## config.mk

```make
export PLATFORM = sky130hd
export DESIGN_NAME = if_prefetch
export DESIGN_NICKNAME = d
export VERILOG_FILES = /design/src/rtl/if_prefetch_pkg.sv /design/src/rtl/if_prefetch_fifo.sv /design/src/rtl/if_prefetch.sv
export SDC_FILE = /design/constraint.sdc
export NUM_CORES = 1
export LEC_CHECK = 0
export BUFFER_PORTS_ARGS = -buffer_cell sky130_fd_sc_hd__clkbuf_2
export CORE_ASPECT_RATIO = 1.5
export CORE_UTILIZATION = 55
export CTS_CLUSTER_DIAMETER = 120
export DETAILED_ROUTE_END_ITERATION = 6
export GPL_TIMING_DRIVEN = 0
export PLACE_DENSITY = 0.87
export REMOVE_ABC_BUFFERS = 1
export SYNTH_ARGS = -nofsm -noshare
export SYNTH_HDL_FRONTEND = slang
export SYNTH_SLANG_ARGS = --single-unit
```

## constraint.sdc

```tcl
create_clock -name clk_i -period 8.9 [get_ports clk_i]
set_input_delay 0.445 -clock clk_i [delete_from_list [all_inputs] [get_ports clk_i]]
set_output_delay 0.445 -clock clk_i [all_outputs]
set_load 0.01 [all_outputs]
```

## src/rtl/if_prefetch_pkg.sv

```systemverilog
// if_prefetch_pkg: shared CPU fetch types and constants.
package if_prefetch_pkg;
    typedef enum logic [1:0] {IDLE, RUN, DRAIN} pf_state_e;
    localparam logic [31:0] NOP_INSTR = 32'h0000_0013;
    localparam logic [31:0] RESET_PC = 32'h0000_0000;
endpackage

```

## src/rtl/if_prefetch_fifo.sv

```systemverilog
// pf_fifo: synchronous FIFO with flush, registered non-empty flag and combinational head.
module pf_fifo #(
    parameter int DEPTH = 4,
    parameter int W = 64
) (
    input  logic                    clk_i,
    input  logic                    rst_i,
    input  logic                    flush_i,
    input  logic                    push_i,
    input  logic                    pop_i,
    input  logic [W-1:0]            data_i,
    output logic [W-1:0]            head_o,
    output logic [$clog2(DEPTH):0]  count_o,
    output logic                    valid_o
);
    localparam int AW = $clog2(DEPTH);
    logic [W-1:0] mem_q [DEPTH];
    logic [AW-1:0] wr_q, rd_q;
    logic [AW:0] count_q, count_d;
    logic do_push, do_pop;
    always_comb begin
        do_pop = pop_i && count_q != '0;
        do_push = push_i && (count_q != (AW+1)'(DEPTH) || do_pop);
        count_d = flush_i ? '0 : count_q + (AW+1)'(do_push) - (AW+1)'(do_pop);
    end
    always_ff @(posedge clk_i) begin
        if (rst_i) begin
            wr_q <= '0;
            rd_q <= '0;
            count_q <= '0;
            valid_o <= 1'b0;
            for (int i = 0; i < DEPTH; i++) mem_q[i] <= '0;
        end else begin
            wr_q <= flush_i ? '0 : wr_q + AW'(do_push);
            rd_q <= flush_i ? '0 : rd_q + AW'(do_pop);
            count_q <= count_d;
            valid_o <= count_d != '0;
            if (do_push && !flush_i) mem_q[wr_q] <= data_i;
        end
    end
    assign head_o = mem_q[rd_q];
    assign count_o = count_q;
endmodule

```

## src/rtl/if_prefetch.sv

```systemverilog
// if_prefetch: instruction prefetch with a queue, redirect flush and stale-response drain.
module if_prefetch
    import if_prefetch_pkg::*;
#(
    parameter int DEPTH = 4,
    parameter logic [31:0] RESET_PC = if_prefetch_pkg::RESET_PC
) (
    input  logic        clk_i,
    input  logic        rst_i,
    input  logic        start_i,
    input  logic        redirect_i,
    input  logic [31:0] redirect_pc_i,
    input  logic        stall_i,
    output logic        imem_req_o,
    output logic [31:0] imem_addr_o,
    input  logic        imem_valid_i,
    input  logic [31:0] imem_data_i,
    output logic        valid_o,
    output logic [31:0] pc_o,
    output logic [31:0] inst_o
);
    localparam int CW = $clog2(DEPTH) + 1;
    pf_state_e state_q, state_d;
    logic [31:0] fetch_pc_q, fetch_pc_d;
    logic out_q, out_d, issue, push, pop;
    logic [CW-1:0] count;
    logic [63:0] head;
    // A fresh request never starts in a redirect cycle, so only out_q can be in flight across it.
    always_comb begin
        issue = state_q == RUN && start_i && !out_q && !redirect_i && count < CW'(DEPTH);
        imem_req_o = state_q == RUN && (out_q || issue);
        push = imem_req_o && imem_valid_i && !redirect_i;
        pop = valid_o && !stall_i;
        out_d = imem_req_o && !imem_valid_i && !redirect_i;
        fetch_pc_d = redirect_i ? {redirect_pc_i[31:1], 1'b0} : push ? fetch_pc_q + 32'd4 : fetch_pc_q;
        state_d = state_q == IDLE ? (start_i ? RUN : IDLE)
                : state_q == RUN ? (redirect_i && out_q && !imem_valid_i ? DRAIN : RUN)
                : (imem_valid_i ? RUN : DRAIN);
    end
    always_ff @(posedge clk_i) begin
        if (rst_i) begin
            state_q <= IDLE;
            fetch_pc_q <= RESET_PC;
            out_q <= 1'b0;
        end else begin
            state_q <= state_d;
            fetch_pc_q <= fetch_pc_d;
            out_q <= out_d;
        end
    end
    pf_fifo #(.DEPTH(DEPTH), .W(64)) u_fifo (
        .clk_i   (clk_i),
        .rst_i   (rst_i),
        .flush_i (redirect_i),
        .push_i  (push),
        .pop_i   (pop),
        .data_i  ({fetch_pc_q, imem_data_i}),
        .head_o  (head),
        .count_o (count),
        .valid_o (valid_o)
    );
    assign imem_addr_o = fetch_pc_q;
    assign pc_o = head[63:32];
    assign inst_o = head[31:0];
endmodule

```

Yosys cells after proc, flatten, opt, wreduce, memory -nomap -nowiden:

Memories as Yosys holds them, arrays and structs flattened. A register that Yosys moved wholly into a read port is not among the register bits.
Cells that the tools add are included.

* bits in registers: 43
* memory bits (writable): 256
* memories: 1

Memories
* u_fifo.mem_q: depth 4, width 64, read ports 1, clocked after Yosys merged registers in 1, write ports 4, RTL line if_prefetch_fifo.sv:17 `logic [W-1:0] mem_q [DEPTH];`

* add/subtract/negate cells: 5
* magnitude comparators: 1
* equality and inequality tests: 2
* mux-type cells: 17
* reductions and logical operators: 27

Operators with widths (number)
* two-way mux 32 bit: 2
* two-way mux 64 bit: 1
* OR reduction 64 bit: 1
* adder 32 x 3 -> 32 bit, second input constant: 1
* logical AND 1 bit: 15
* two-way mux 2 bit: 6
* two-way mux 1 bit: 7
* nonzero test 3 bit: 2
* adder 2 x 1 -> 2 bit: 2
* zero test 1 bit: 4
* adder 3 x 1 -> 3 bit: 1
* < comparator 3 bit, second input constant: 1
* two-way mux 3 bit: 1
* != test 3 bit, second input constant: 1
* subtractor 3 x 1 -> 3 bit: 1
* equality test 2 x 1 -> 1 bit, second input constant: 1
* zero test 2 bit: 1
* logical OR 1 bit: 2
* nonzero test 2 bit: 1
* OR reduction 2 bit: 1

Logic depth before layout (Yosys ltp):

Gate-level depths: netlist of the first run.

* word-level depth: 16
* gate-level depth with buffers: 12

By module:

Synthesis of the first run repeated with hierarchy kept, for this count alone.

* cell total of the unflattened synthesis: 1042
* area, all modules: 15159.5 um^2

By module, submodules not included
* pf_fifo: instances 1, cells each 785, area each 13071.3 um^2, seq. area each 7847.5 um^2
* if_prefetch: instances 1, cells each 257, area each 2088.3 um^2, seq. area each 680.7 um^2

Worst setup path after synthesis of the first run:

Ideal clock, no wire load.

* path kind: input -> register
* from: input redirect_i
* to: memory u_fifo.mem_q[0][0], enable pin
* arrival: 4.645 ns
* data required time: 8.403 ns
* slack: 3.758 ns
* cell stages on the path: 6
* cells stage by stage: nor3b_4 -> o21ai_2 -> or4_1 -> buf_2 -> buf_2 -> o21bai_1

RTL lines
* from (decl): RTL line if_prefetch.sv:11 `input logic redirect_i,`
* to (decl): RTL line if_prefetch_fifo.sv:17

==> results of run 1 <==
## cells in the mapped netlist (all sizes together) (7+ instances only)
cell type,instances,area (um2)
and2,68,425
or4,11,82.6
nand4,14,87.6
nor4,71,450
nand3,13,65.1
nor2,33,124
a21oi,7,35.0
mux4,63,1420
edfxtp,252,7570
nand2,11,41.3
clkbuf,63,236
buf,28,151
nor3,140,886
inv,74,278
or3,9,56.3
o31ai,9,67.6
dfxtp,42,841
o21ai,14,73.8
a311oi,14,123
## worst paths after layout
path                            slack [ns]             endpoint               from  cells past startpoint
worst min-delay path                  0.09                out_q       imem_valid_i                      2
worst max-delay path                  4.85  u_fifo.mem_q[1][35]         redirect_i                      8
worst min register to register        0.59    u_fifo.count_o[2]  u_fifo.count_o[1]                      2
worst max register to register        4.89  u_fifo.mem_q[1][35]  u_fifo.count_o[2]                      7
## per-stage QoR
step	hold WS, ns	std cells
floorplan	0.517	916
global placement	0.521	1404
detailed placement	0.581	1423
CTS	0.0801	1475
global route	0.0903	1476
finish	0.0923	1476
## per-layer routing
metal  routed length (um)  share of wire (%)  track usage [%]
met5                    0                  0                0
met4                 1600                4.6             14.3
met3                 2580                7.4             3.52
met2                17900                 51             47.9
met1                13000                 37             35.8
## flip-flops by register name (all words and copies together) (netlist names)
| register | cells |
|---|---|
| u_fifo.valid_o | 1 |
| u_fifo.mem_q | 252 |
| u_fifo.wr_q | 2 |
| imem_addr_o | 31 |
| u_fifo.count_o | 3 |
| u_fifo.rd_q | 2 |
| state_q | 2 |
| out_q | 1 |
## worst max-delay path: stages
cell      delay, ns
clkbuf_2       0.42
nor3b_4        0.50
o21ai_4        0.28
or4_4          0.92
buf_16         0.35
o21bai_4       0.75
buf_12         0.29
buf_12         0.20
## area by class of cell
type,instances,area [um2]
antenna,1,2.50
clock buffer,39,826
clock inverter,13,156
fill,1766,8450
inverter,75,284
multi-input combinational,547,4600
sequential,294,8420
tap,324,405
timing repair buffer,183,1200
## logic make-up (layout without fill, tap and decap cells)
family	count (synthesis)	in the layout	synth area share, %
other cells	1	3	0.0276
mux	64	64	10.5
buf+inv	166	310	4.92
simple gates	389	389	17.5
fa+ha+maj	6	6	0.607
flops	294	294	61.8
xor+xnor	5	5	0.322
compound gates	81	81	4.35
## power groups by stage
stage / Combinational (mW) / Clock [mW] / Sequential (mW)
global placement: 0.163 / 0 / 1.61
CTS: 0.181 / 1.27 / 1.57
detailed placement: 0.180 / 0 / 1.60
finish: 0.182 / 1.26 / 1.58
floorplan: 0.0875 / 0 / 1.60
global route: 0.196 / 1.31 / 1.58
==> results.yml, run 1 <==
pwr:
  share_comb_of_total_power_pct: 6.0
  ir_drop_uv: 149
  power_mw: 3.02
  netSwitchingFraction_pct: 22.3
  power_density_mw_per_mm2: 190
  clock_power_share_pct: 41.8
  seqPwrFrac_pct: 52.2
  power.switching_mw: 0.674
  p_int_mw: 2.35
  p_leak_nw: 5.68
die:
  start_util_pct: 55.9
  die_w_um: 130
  die_y_um: 195
  die-area_mm2: 0.0254
  rows: 70
  core_mm2: 0.0243
  pin_count: 168
cells_and_area:
  nets: 1205
  final_cell_area_mm2: 0.0159
  final_cell_mix: "edfxtp_1, clkbuf_2, nor3_1, inv_1, nor4_1"
  final_core_util_pct: 65.3
  drive_gt1_share_pct: 29.7
  final_common_cell: "edfxtp_1"
  area_growth_pct: 16.8
placement:
  gp_congestion: 0.816
  place_area_mm2: 0.0149
  hpwl_um: 21200
  pre_cts_ws_ns: 4.35
  portBuffers: 164
global_route:
  grt_pass1_wl_um: 54400
  antenna_found_initial: 1
  grt_usage_pct: 28.4
  grt_pass1_vias: 9917
  grt_max_degree: 69
  grt-ovfl-total: 0
timing:
  finalSetupTns_ns: 0
  period_share_pct: 45.5
  fin_worst_skew_ns: 0.0232
  worst_slack_ns: 4.85
  slew_headroom_pct: 10.0
  drv_slew: 0
  finalSetupViolCount: 0
  period_needed_ns: 4.05
  tightestPinTransition_ns: 1.34
  max_freq_mhz: 247
  rsz0062_at_grt: "false"
  hold_viol_final: 0
worst_setup_path:
  worst-endpoint-required_ns: 9.16
  critical_path_peak_fanout: 68
  cp-start-kind: "input port"
  crit_type: "in -> reg"
  end_kind: "register"
  crit_arrival_ns: 4.31
drt:
  drt_iter0_drc: 853
  via_per_inst: 6.51
  dr.pass1.iters: 6
  avgRoutedWirePerCell_um: 23.8
  ant_nets: 0
  finalWirelength_um: 35100
  drc: 0
  vias: 9606
hold_path:
  hold_class: "in -> reg"
yosys:
  syn_area_mm2: 0.0136
  synth-async-reset-ratio_pct: 0
  syn_inst: 1006
  synth_area_per_cell_um2: 13.5
  yosysUniqueCellTypes: 57
  seq_area_frac_synth_pct: 61.8
  yosysWarnings: 0
  synth_edf_count: 252
  synth-seq-cells: 294
  synth-main-ff-cell: "edfxtp_1"
clock_network:
  cts_tree: "done"
  clockRootBuffer: "clkbuf_16"
  cts_max_level: 1
  postCtsSetupBuffers: 0
  ctsLongestPathBuffers: 3
  insertion_delay_ns: 0.56
  cts_buffers: 28
  hold_buffers: 0
  cts.repair.resized: 0
  cts.reportedPaths.clkPinSlew_ns: 0.06
  clock_sinks: 294
run:
  drv_cap: 0
outcome:
  status: "completed"
Power figures use the tool's default switching activity.
==> inputs of run 2 (changes only) <==
==> constraint.sdc (replaced) <==
create_clock -name clk_i -period 3.75 [get_ports clk_i]
set_input_delay 0.1875 -clock clk_i [delete_from_list [all_inputs] [get_ports clk_i]]
set_output_delay 0.1875 -clock clk_i [all_outputs]
set_load 0.01 [all_outputs]
==> run 2 against run 1 <==
Total power increased by 140%. Clock power increased by 140%. Combinational power increased to 2.7 times the previous value. Final area increased by 4.4%. Worst hold slack improved by 0.047 ns. Sequential power increased by 140%. Register-to-register slack got worse by 4.7 ns. Core utilization increased by 2.8 points. Critical path depth decreased by 3. Clock skew increased by 0.0039 ns. Via count increased by 4.4%. Critical endpoint is now u_fifo.mem_q[1][16].
==> results.yml, run 2 (synthesis results as in run 1) <==
placement:
  hpwl_um: 21200
  portBuffers: 164
  pre_cts_ws_ns: -0.543
  gp_congestion: 0.816
worst_setup_path:
  critical_path_peak_fanout: 69
  max_stage_delay_ns: 0.91
  r2r_end: "u_fifo.mem_q[1][16]"
  reg2regPathDepth: 5
  worst-endpoint-required_ns: 3.91
  cp-start-kind: "register"
  crit_type: "reg -> reg"
  worstPathCellList: "nor3b_4 > o21ai_4 > or4_4 > buf_16 > o21bai_2"
  end_kind: "register"
  r2r_slack_ns: 0.18
  endpoint: "u_fifo.mem_q[1][16]"
  cp_slowest_cell: "or4_4"
  crit_arrival_ns: 3.74
  cp-startpoint: "u_fifo.count_o[2]"
  r2r-start: "u_fifo.count_o[2]"
run:
  drv_cap: 0
clock_network:
  insertion_delay_ns: 0.56
  ctsLongestPathBuffers: 3
  clockRootBuffer: "clkbuf_16"
  cts.repair.resized: 0
  clock_sinks: 294
  cts.reportedPaths.clkPinSlew_ns: 0.06
  cts_buffers: 28
  cts_tree: "done"
  cts_max_level: 1
global_route:
  grt-ovfl-total: 0
  grt_usage_pct: 29.9
  antenna_found_initial: 0
  grt_pass1_vias: 10451
  grt_pass1_wl_um: 57000
  grt_max_degree: 70
cells_and_area:
  final_core_util_pct: 68.1
  antenna_cells: 0
  largest_register: "u_fifo.mem_q"
  final_common_cell: "edfxtp_1"
  drive_gt1_share_pct: 28.6
  num-fill-cells: 1669
  largest_reg_flops: 252
  final_cell_mix: "edfxtp_1, clkbuf_2, nor3_1, inv_1, nor4_1"
  nets: 1276
  area_growth_pct: 21.9
die:
  die_w_um: 130
  pin_count: 168
  rows: 70
  start_util_pct: 55.9
  core_mm2: 0.0243
  die-area_mm2: 0.0254
  die_y_um: 195
timing:
  rsz0062_at_grt: "false"
  worst_slack_ns: 0.179
  finalSetupViolCount: 0
  drv_slew: 0
  max_freq_mhz: 280
  period_needed_ns: 3.57
  slew_headroom_pct: 11.4
  fin_worst_skew_ns: 0.0271
  period_share_pct: 95.2
  tightestPinTransition_ns: 1.32
  hold_viol_final: 0
drt:
  drc: 0
  via_per_inst: 6.49
  drt_iter0_drc: 930
  dr.pass1.iters: 5
  ant_nets: 0
  vias: 10027
  finalWirelength_um: 36700
  avgRoutedWirePerCell_um: 23.7
pwr:
  p_leak_nw: 5.98
  power_density_mw_per_mm2: 436
  ir_drop_uv: 350
outcome:
  status: "completed"
hold_path:
  hold_class: "in -> reg"
==> run 2: cell types whose count changed in the layout (fill, tap and decap cells not counted), sizes merged <==
cell         delta
diode           -1
o21bai          +1
buf             +7
dlygate4sd3    +63
==> run 2: worst max-delay path: cells and delay by family, from the launching register on <==
kind | cells | cell delay (ns)
flip-flops | 1 | 0.39
buffers and inverters | 1 | 0.34
AO/OA/AOI/OAI | 2 | 1.03
AND/OR/NAND/NOR | 2 | 1.29
==> run 2: worst min path at each step <==
stage,start,end,slack (ns),cells past startpoint
floorplan,rst_i,imem_addr_o[11],0.26,1
global placement,imem_valid_i,out_q,0.40,2
detailed placement,imem_valid_i,out_q,0.40,2
CTS,redirect_pc_i[27],imem_addr_o[27],0.1,4
global route,redirect_pc_i[27],imem_addr_o[27],0.09,4
finish,redirect_pc_i[27],imem_addr_o[27],0.14,4
==> run 2: where the power goes <==
part           internal (mW)  switching (mW)  total [mW]
logic                  0.204           0.294       0.498
registers               3.66          0.0838        3.74
clock network           1.75            1.24        2.99
total                   5.61            1.61        7.23
==> run 2: repair_timing <==
action	in CTS	in global routing
setup buffers	0	7
pin swaps	1	2
endpoints found under the setup margin	20	67
cloned	1	0
endpoints found under the hold margin	64	0
hold buffers	63	0
==> run 2: cell type report <==
class                   count  area (um2)  share of cell area, %
clock inverters            13         156                  0.943
well taps                 324         405                   2.44
inverters                  75         284                   1.71
clock buffers              39         826                   4.98
repair buffers            253        1890                   11.4
flip-flops and latches    294        8420                   50.8
multi-input cells         548        4610                   27.8
==> run 2: per-stage QoR <==
| stage | std cells | setup TNS (ns) | power, mW | hold slack (ns) | area [um2] |
|---|---|---|---|---|---|
| after global placement | 1404 | -2841.43 | 4.20 | 0.399 | 14400 |
| after global routing | 1546 | 0 | 7.40 | 0.0933 | 16600 |
| after detailed placement | 1423 | -31.45 | 4.23 | 0.402 | 14900 |
| final | 1546 | 0 | 7.23 | 0.140 | 16600 |
| after CTS | 1539 | 0 | 7.23 | 0.0956 | 16500 |
| after floorplan | 916 | -821.40 | 4.00 | 0.260 | 13200 |
==> run 2: layer usage <==
metal	routed length (um)	part of all wire (%)	global-route usage, %
met1	13000	35	36.7
met2	18800	51	50.8
met3	2850	7.8	3.39
met4	2070	5.6	17.0
met5	0	0	0
==> inputs of run 3 (changes only) <==
--- a/config.mk
+++ b/config.mk
@@ -15,4 +15,5 @@
 export REMOVE_ABC_BUFFERS = 1
 export SYNTH_ARGS = -nofsm -noshare
 export SYNTH_HDL_FRONTEND = slang
+export SYNTH_HIERARCHICAL = 1
 export SYNTH_SLANG_ARGS = --single-unit
==> run 3 against run 2 <==
Clock power is 11% lower. Synthesized area up 11%. Non-clock buffer count is 26 lower. Via count increased by 2.0%. Register-to-register slack better by 0.38 ns. Total power down 4.4%. Synthesized cell count is 3.6% higher. Final area increased by 5.9%. Largest cell class unchanged. Setup slack improved by 0.38 ns. Maximum frequency rose by 12%. Die area is 11% higher. Global-route usage is 3.1 points lower.
==> results.yml, run 3 <==
global_route:
  antenna_found_initial: 0
  grt_pass1_vias: 10462
  grt_busiest_layer: "met2"
  grt_usage_pct: 26.8
  met1_usage_pct: 34.7
  use_met2_pct: 45.7
  grt_pass1_wl_um: 57800
  grt-ovfl-total: 0
  grt_util_met3_pct: 2.46
  grt_max_degree: 72
yosys:
  yosysUniqueCellTypes: 60
  synth_top_family_by_area: "simple AND/OR/NAND/NOR gates"
  synth_xor_area_share_pct: 0.380
  synth_adder_area_share_pct: 0.545
  synth-seq-cells: 298
  synth_area_per_cell_um2: 14.5
  seq_area_frac_synth_pct: 56.3
  post-synth-top-count-cell: "edfxtp_1"
  yosysTopAreaCell: "edfxtp_1"
  synth_compound_gate_area_share_pct: 4.03
  synth_top_area_share_pct: 50.7
  synthTopCellsByCount: "edfxtp_1, nor4_1, nand2b_1, nor3b_1, mux4_2"
  syn_inst: 1042
  muxShareOfSynthArea_pct: 9.64
  yosysWarnings: 6
  synth-main-ff-cell: "edfxtp_1"
  synth-simple-area-share_pct: 24.4
  synth-async-reset-ratio_pct: 0
  synth_edf_count: 256
  syn_area_mm2: 0.0152
  synth.area.top_cells: "edfxtp_1, mux4_2, dfxtp_1, nor4b_2, nor4_2"
outcome:
  status: "completed"
worst_setup_path:
  critPathBufInv: 2
  crit_family: "simple AND/OR/NAND/NOR gates"
  max_stage_delay_ns: 0.66
  cp-start-kind: "register"
  end_kind: "register"
  cp_slowest_cell: "or3b_4"
  crit_arrival_ns: 3.52
  critical_path_peak_fanout: 57
  worstPathCellList: "nor3b_4 > o211ai_1 > nor2_1 > or3b_4 > buf_16 > buf_12 > nor4b_1"
  crit_type: "reg -> reg"
  worst-endpoint-required_ns: 4.08
cells_and_area:
  drive_gt1_share_pct: 35.8
  nets: 1257
  final_common_cell: "edfxtp_1"
  final_core_util_pct: 64.7
  num-fill-cells: 1938
  antenna_cells: 0
  largest_register: "u_fifo/mem_q"
  area_growth_pct: 15.8
  final_cell_mix: "edfxtp_1, clkbuf_2, nor4_1, nor3b_1"
  largest_reg_flops: 256
  seqCellArea_mm2: 0.00854
  multi_input_area_mm2: 0.00599
drt:
  drt_iter0_drc: 806
  via_per_inst: 6.63
  vias: 10232
  drc: 0
  dr.pass1.iters: 5
  finalWirelength_um: 36600
  avgRoutedWirePerCell_um: 23.7
  ant_nets: 0
die:
  pin_count: 168
  die_w_um: 138
  die_y_um: 205
  core_mm2: 0.0271
  rows: 74
  die-area_mm2: 0.0282
  start_util_pct: 55.9
timing:
  fin_worst_skew_ns: 0.0210
  worst_slack_ns: 0.556
  period_needed_ns: 3.19
  finalSetupTns_ns: 0
  drv_slew: 0
  rsz0062_at_grt: "false"
  period_share_pct: 85.2
  slew_headroom_pct: 33.0
  hold_viol_final: 0
  finalSetupViolCount: 0
  tightestPinTransition_ns: 1.00
  max_freq_mhz: 313
clock_network:
  cts_buffers: 27
  insertion_delay_ns: 0.55
  clockRootBuffer: "clkbuf_16"
  cts.reportedPaths.clkPinSlew_ns: 0.07
  clock_sinks: 298
  cts_max_level: 1
  ctsLongestPathBuffers: 3
  postCtsSetupBuffers: 0
  cts_tree: "done"
placement:
  hpwl_um: 21900
  pre_cts_ws_ns: 0.287
  gp_congestion: 0.816
  portBuffers: 165
pwr:
  p_leak_nw: 5.68
  ir_drop_uv: 350
  power_density_mw_per_mm2: 393
  power_mw: 6.91
run:
  drv_cap: 0
hold_path:
  hold_class: "in -> reg"
==> run 3: timing repair <==
action | 4_1_cts | 5_1_grt
resized for setup | 0 | 0
hold endpoints to repair | 32 | 0
hold buffers | 31 | 0
==> run 3: cell type report <==
| type | instances | area share [%] |
|---|---|---|
| flip-flops and latches | 298 | 48.6 |
| clock buffers | 32 | 4.13 |
| multi-input cells | 617 | 34.1 |
| repair buffers | 227 | 9.75 |
| well taps | 342 | 2.44 |
| clock inverters | 18 | 0.677 |
| inverters | 10 | 0.228 |
==> run 3: path summary, 6_finish.rpt <==
| kind | from | end | slack, ns | depth (start not counted) |
|---|---|---|---|---|
| min reg2reg | imem_addr_o[1] | imem_addr_o[1] | 0.59 | 2 |
| max reg2reg | u_fifo/count_o[2] | u_fifo/mem_q[2][2] | 0.56 | 7 |
| max | u_fifo/count_o[2] | u_fifo/mem_q[2][2] | 0.56 | 7 |
| min | redirect_pc_i[25] | imem_addr_o[25] | 0.02 | 3 |
==> run 3: cell families after synthesis <==
| group | after synthesis |
|---|---|
| XOR/XNOR | 5 |
| flip-flops | 298 |
| AND/OR/NAND/NOR | 461 |
| buffers and inverters | 130 |
| AO/OA/AOI/OAI | 75 |
| other | 1 |
| multiplexers | 66 |
| adder cells (fa/ha/maj) | 6 |
==> run 3: per-stage QoR <==
stage | hold slack [ns] | area, um2 | instances
after CTS | 0.00146 | 17600 | 1544
after global routing | 0.0113 | 17600 | 1544
final | 0.0218 | 17600 | 1544
after floorplan | 0.260 | 14500 | 925
after detailed placement | 0.448 | 16400 | 1463
after global placement | 0.450 | 15800 | 1432
==> run 3: routing by layer <==
metal	vias up	wire length, um
li1	4536	-
met5	-	0
met3	92	2050
met4	0	1180
met2	433	19200
met1	5171	14200
==> run 3: tightest hold or removal path: cells and delay by family <==
family | cells | cell delay, ns
compound gates | 2 | 0.23
buf+inv | 1 | 0.10
==> run 3: power breakdown <==
part | switching (mW) | internal (mW) | total (mW)
clock | 1.21 | 1.45 | 2.66
sequential | 0.0855 | 3.70 | 3.79
combinational | 0.255 | 0.200 | 0.455
total | 1.55 | 5.36 | 6.91
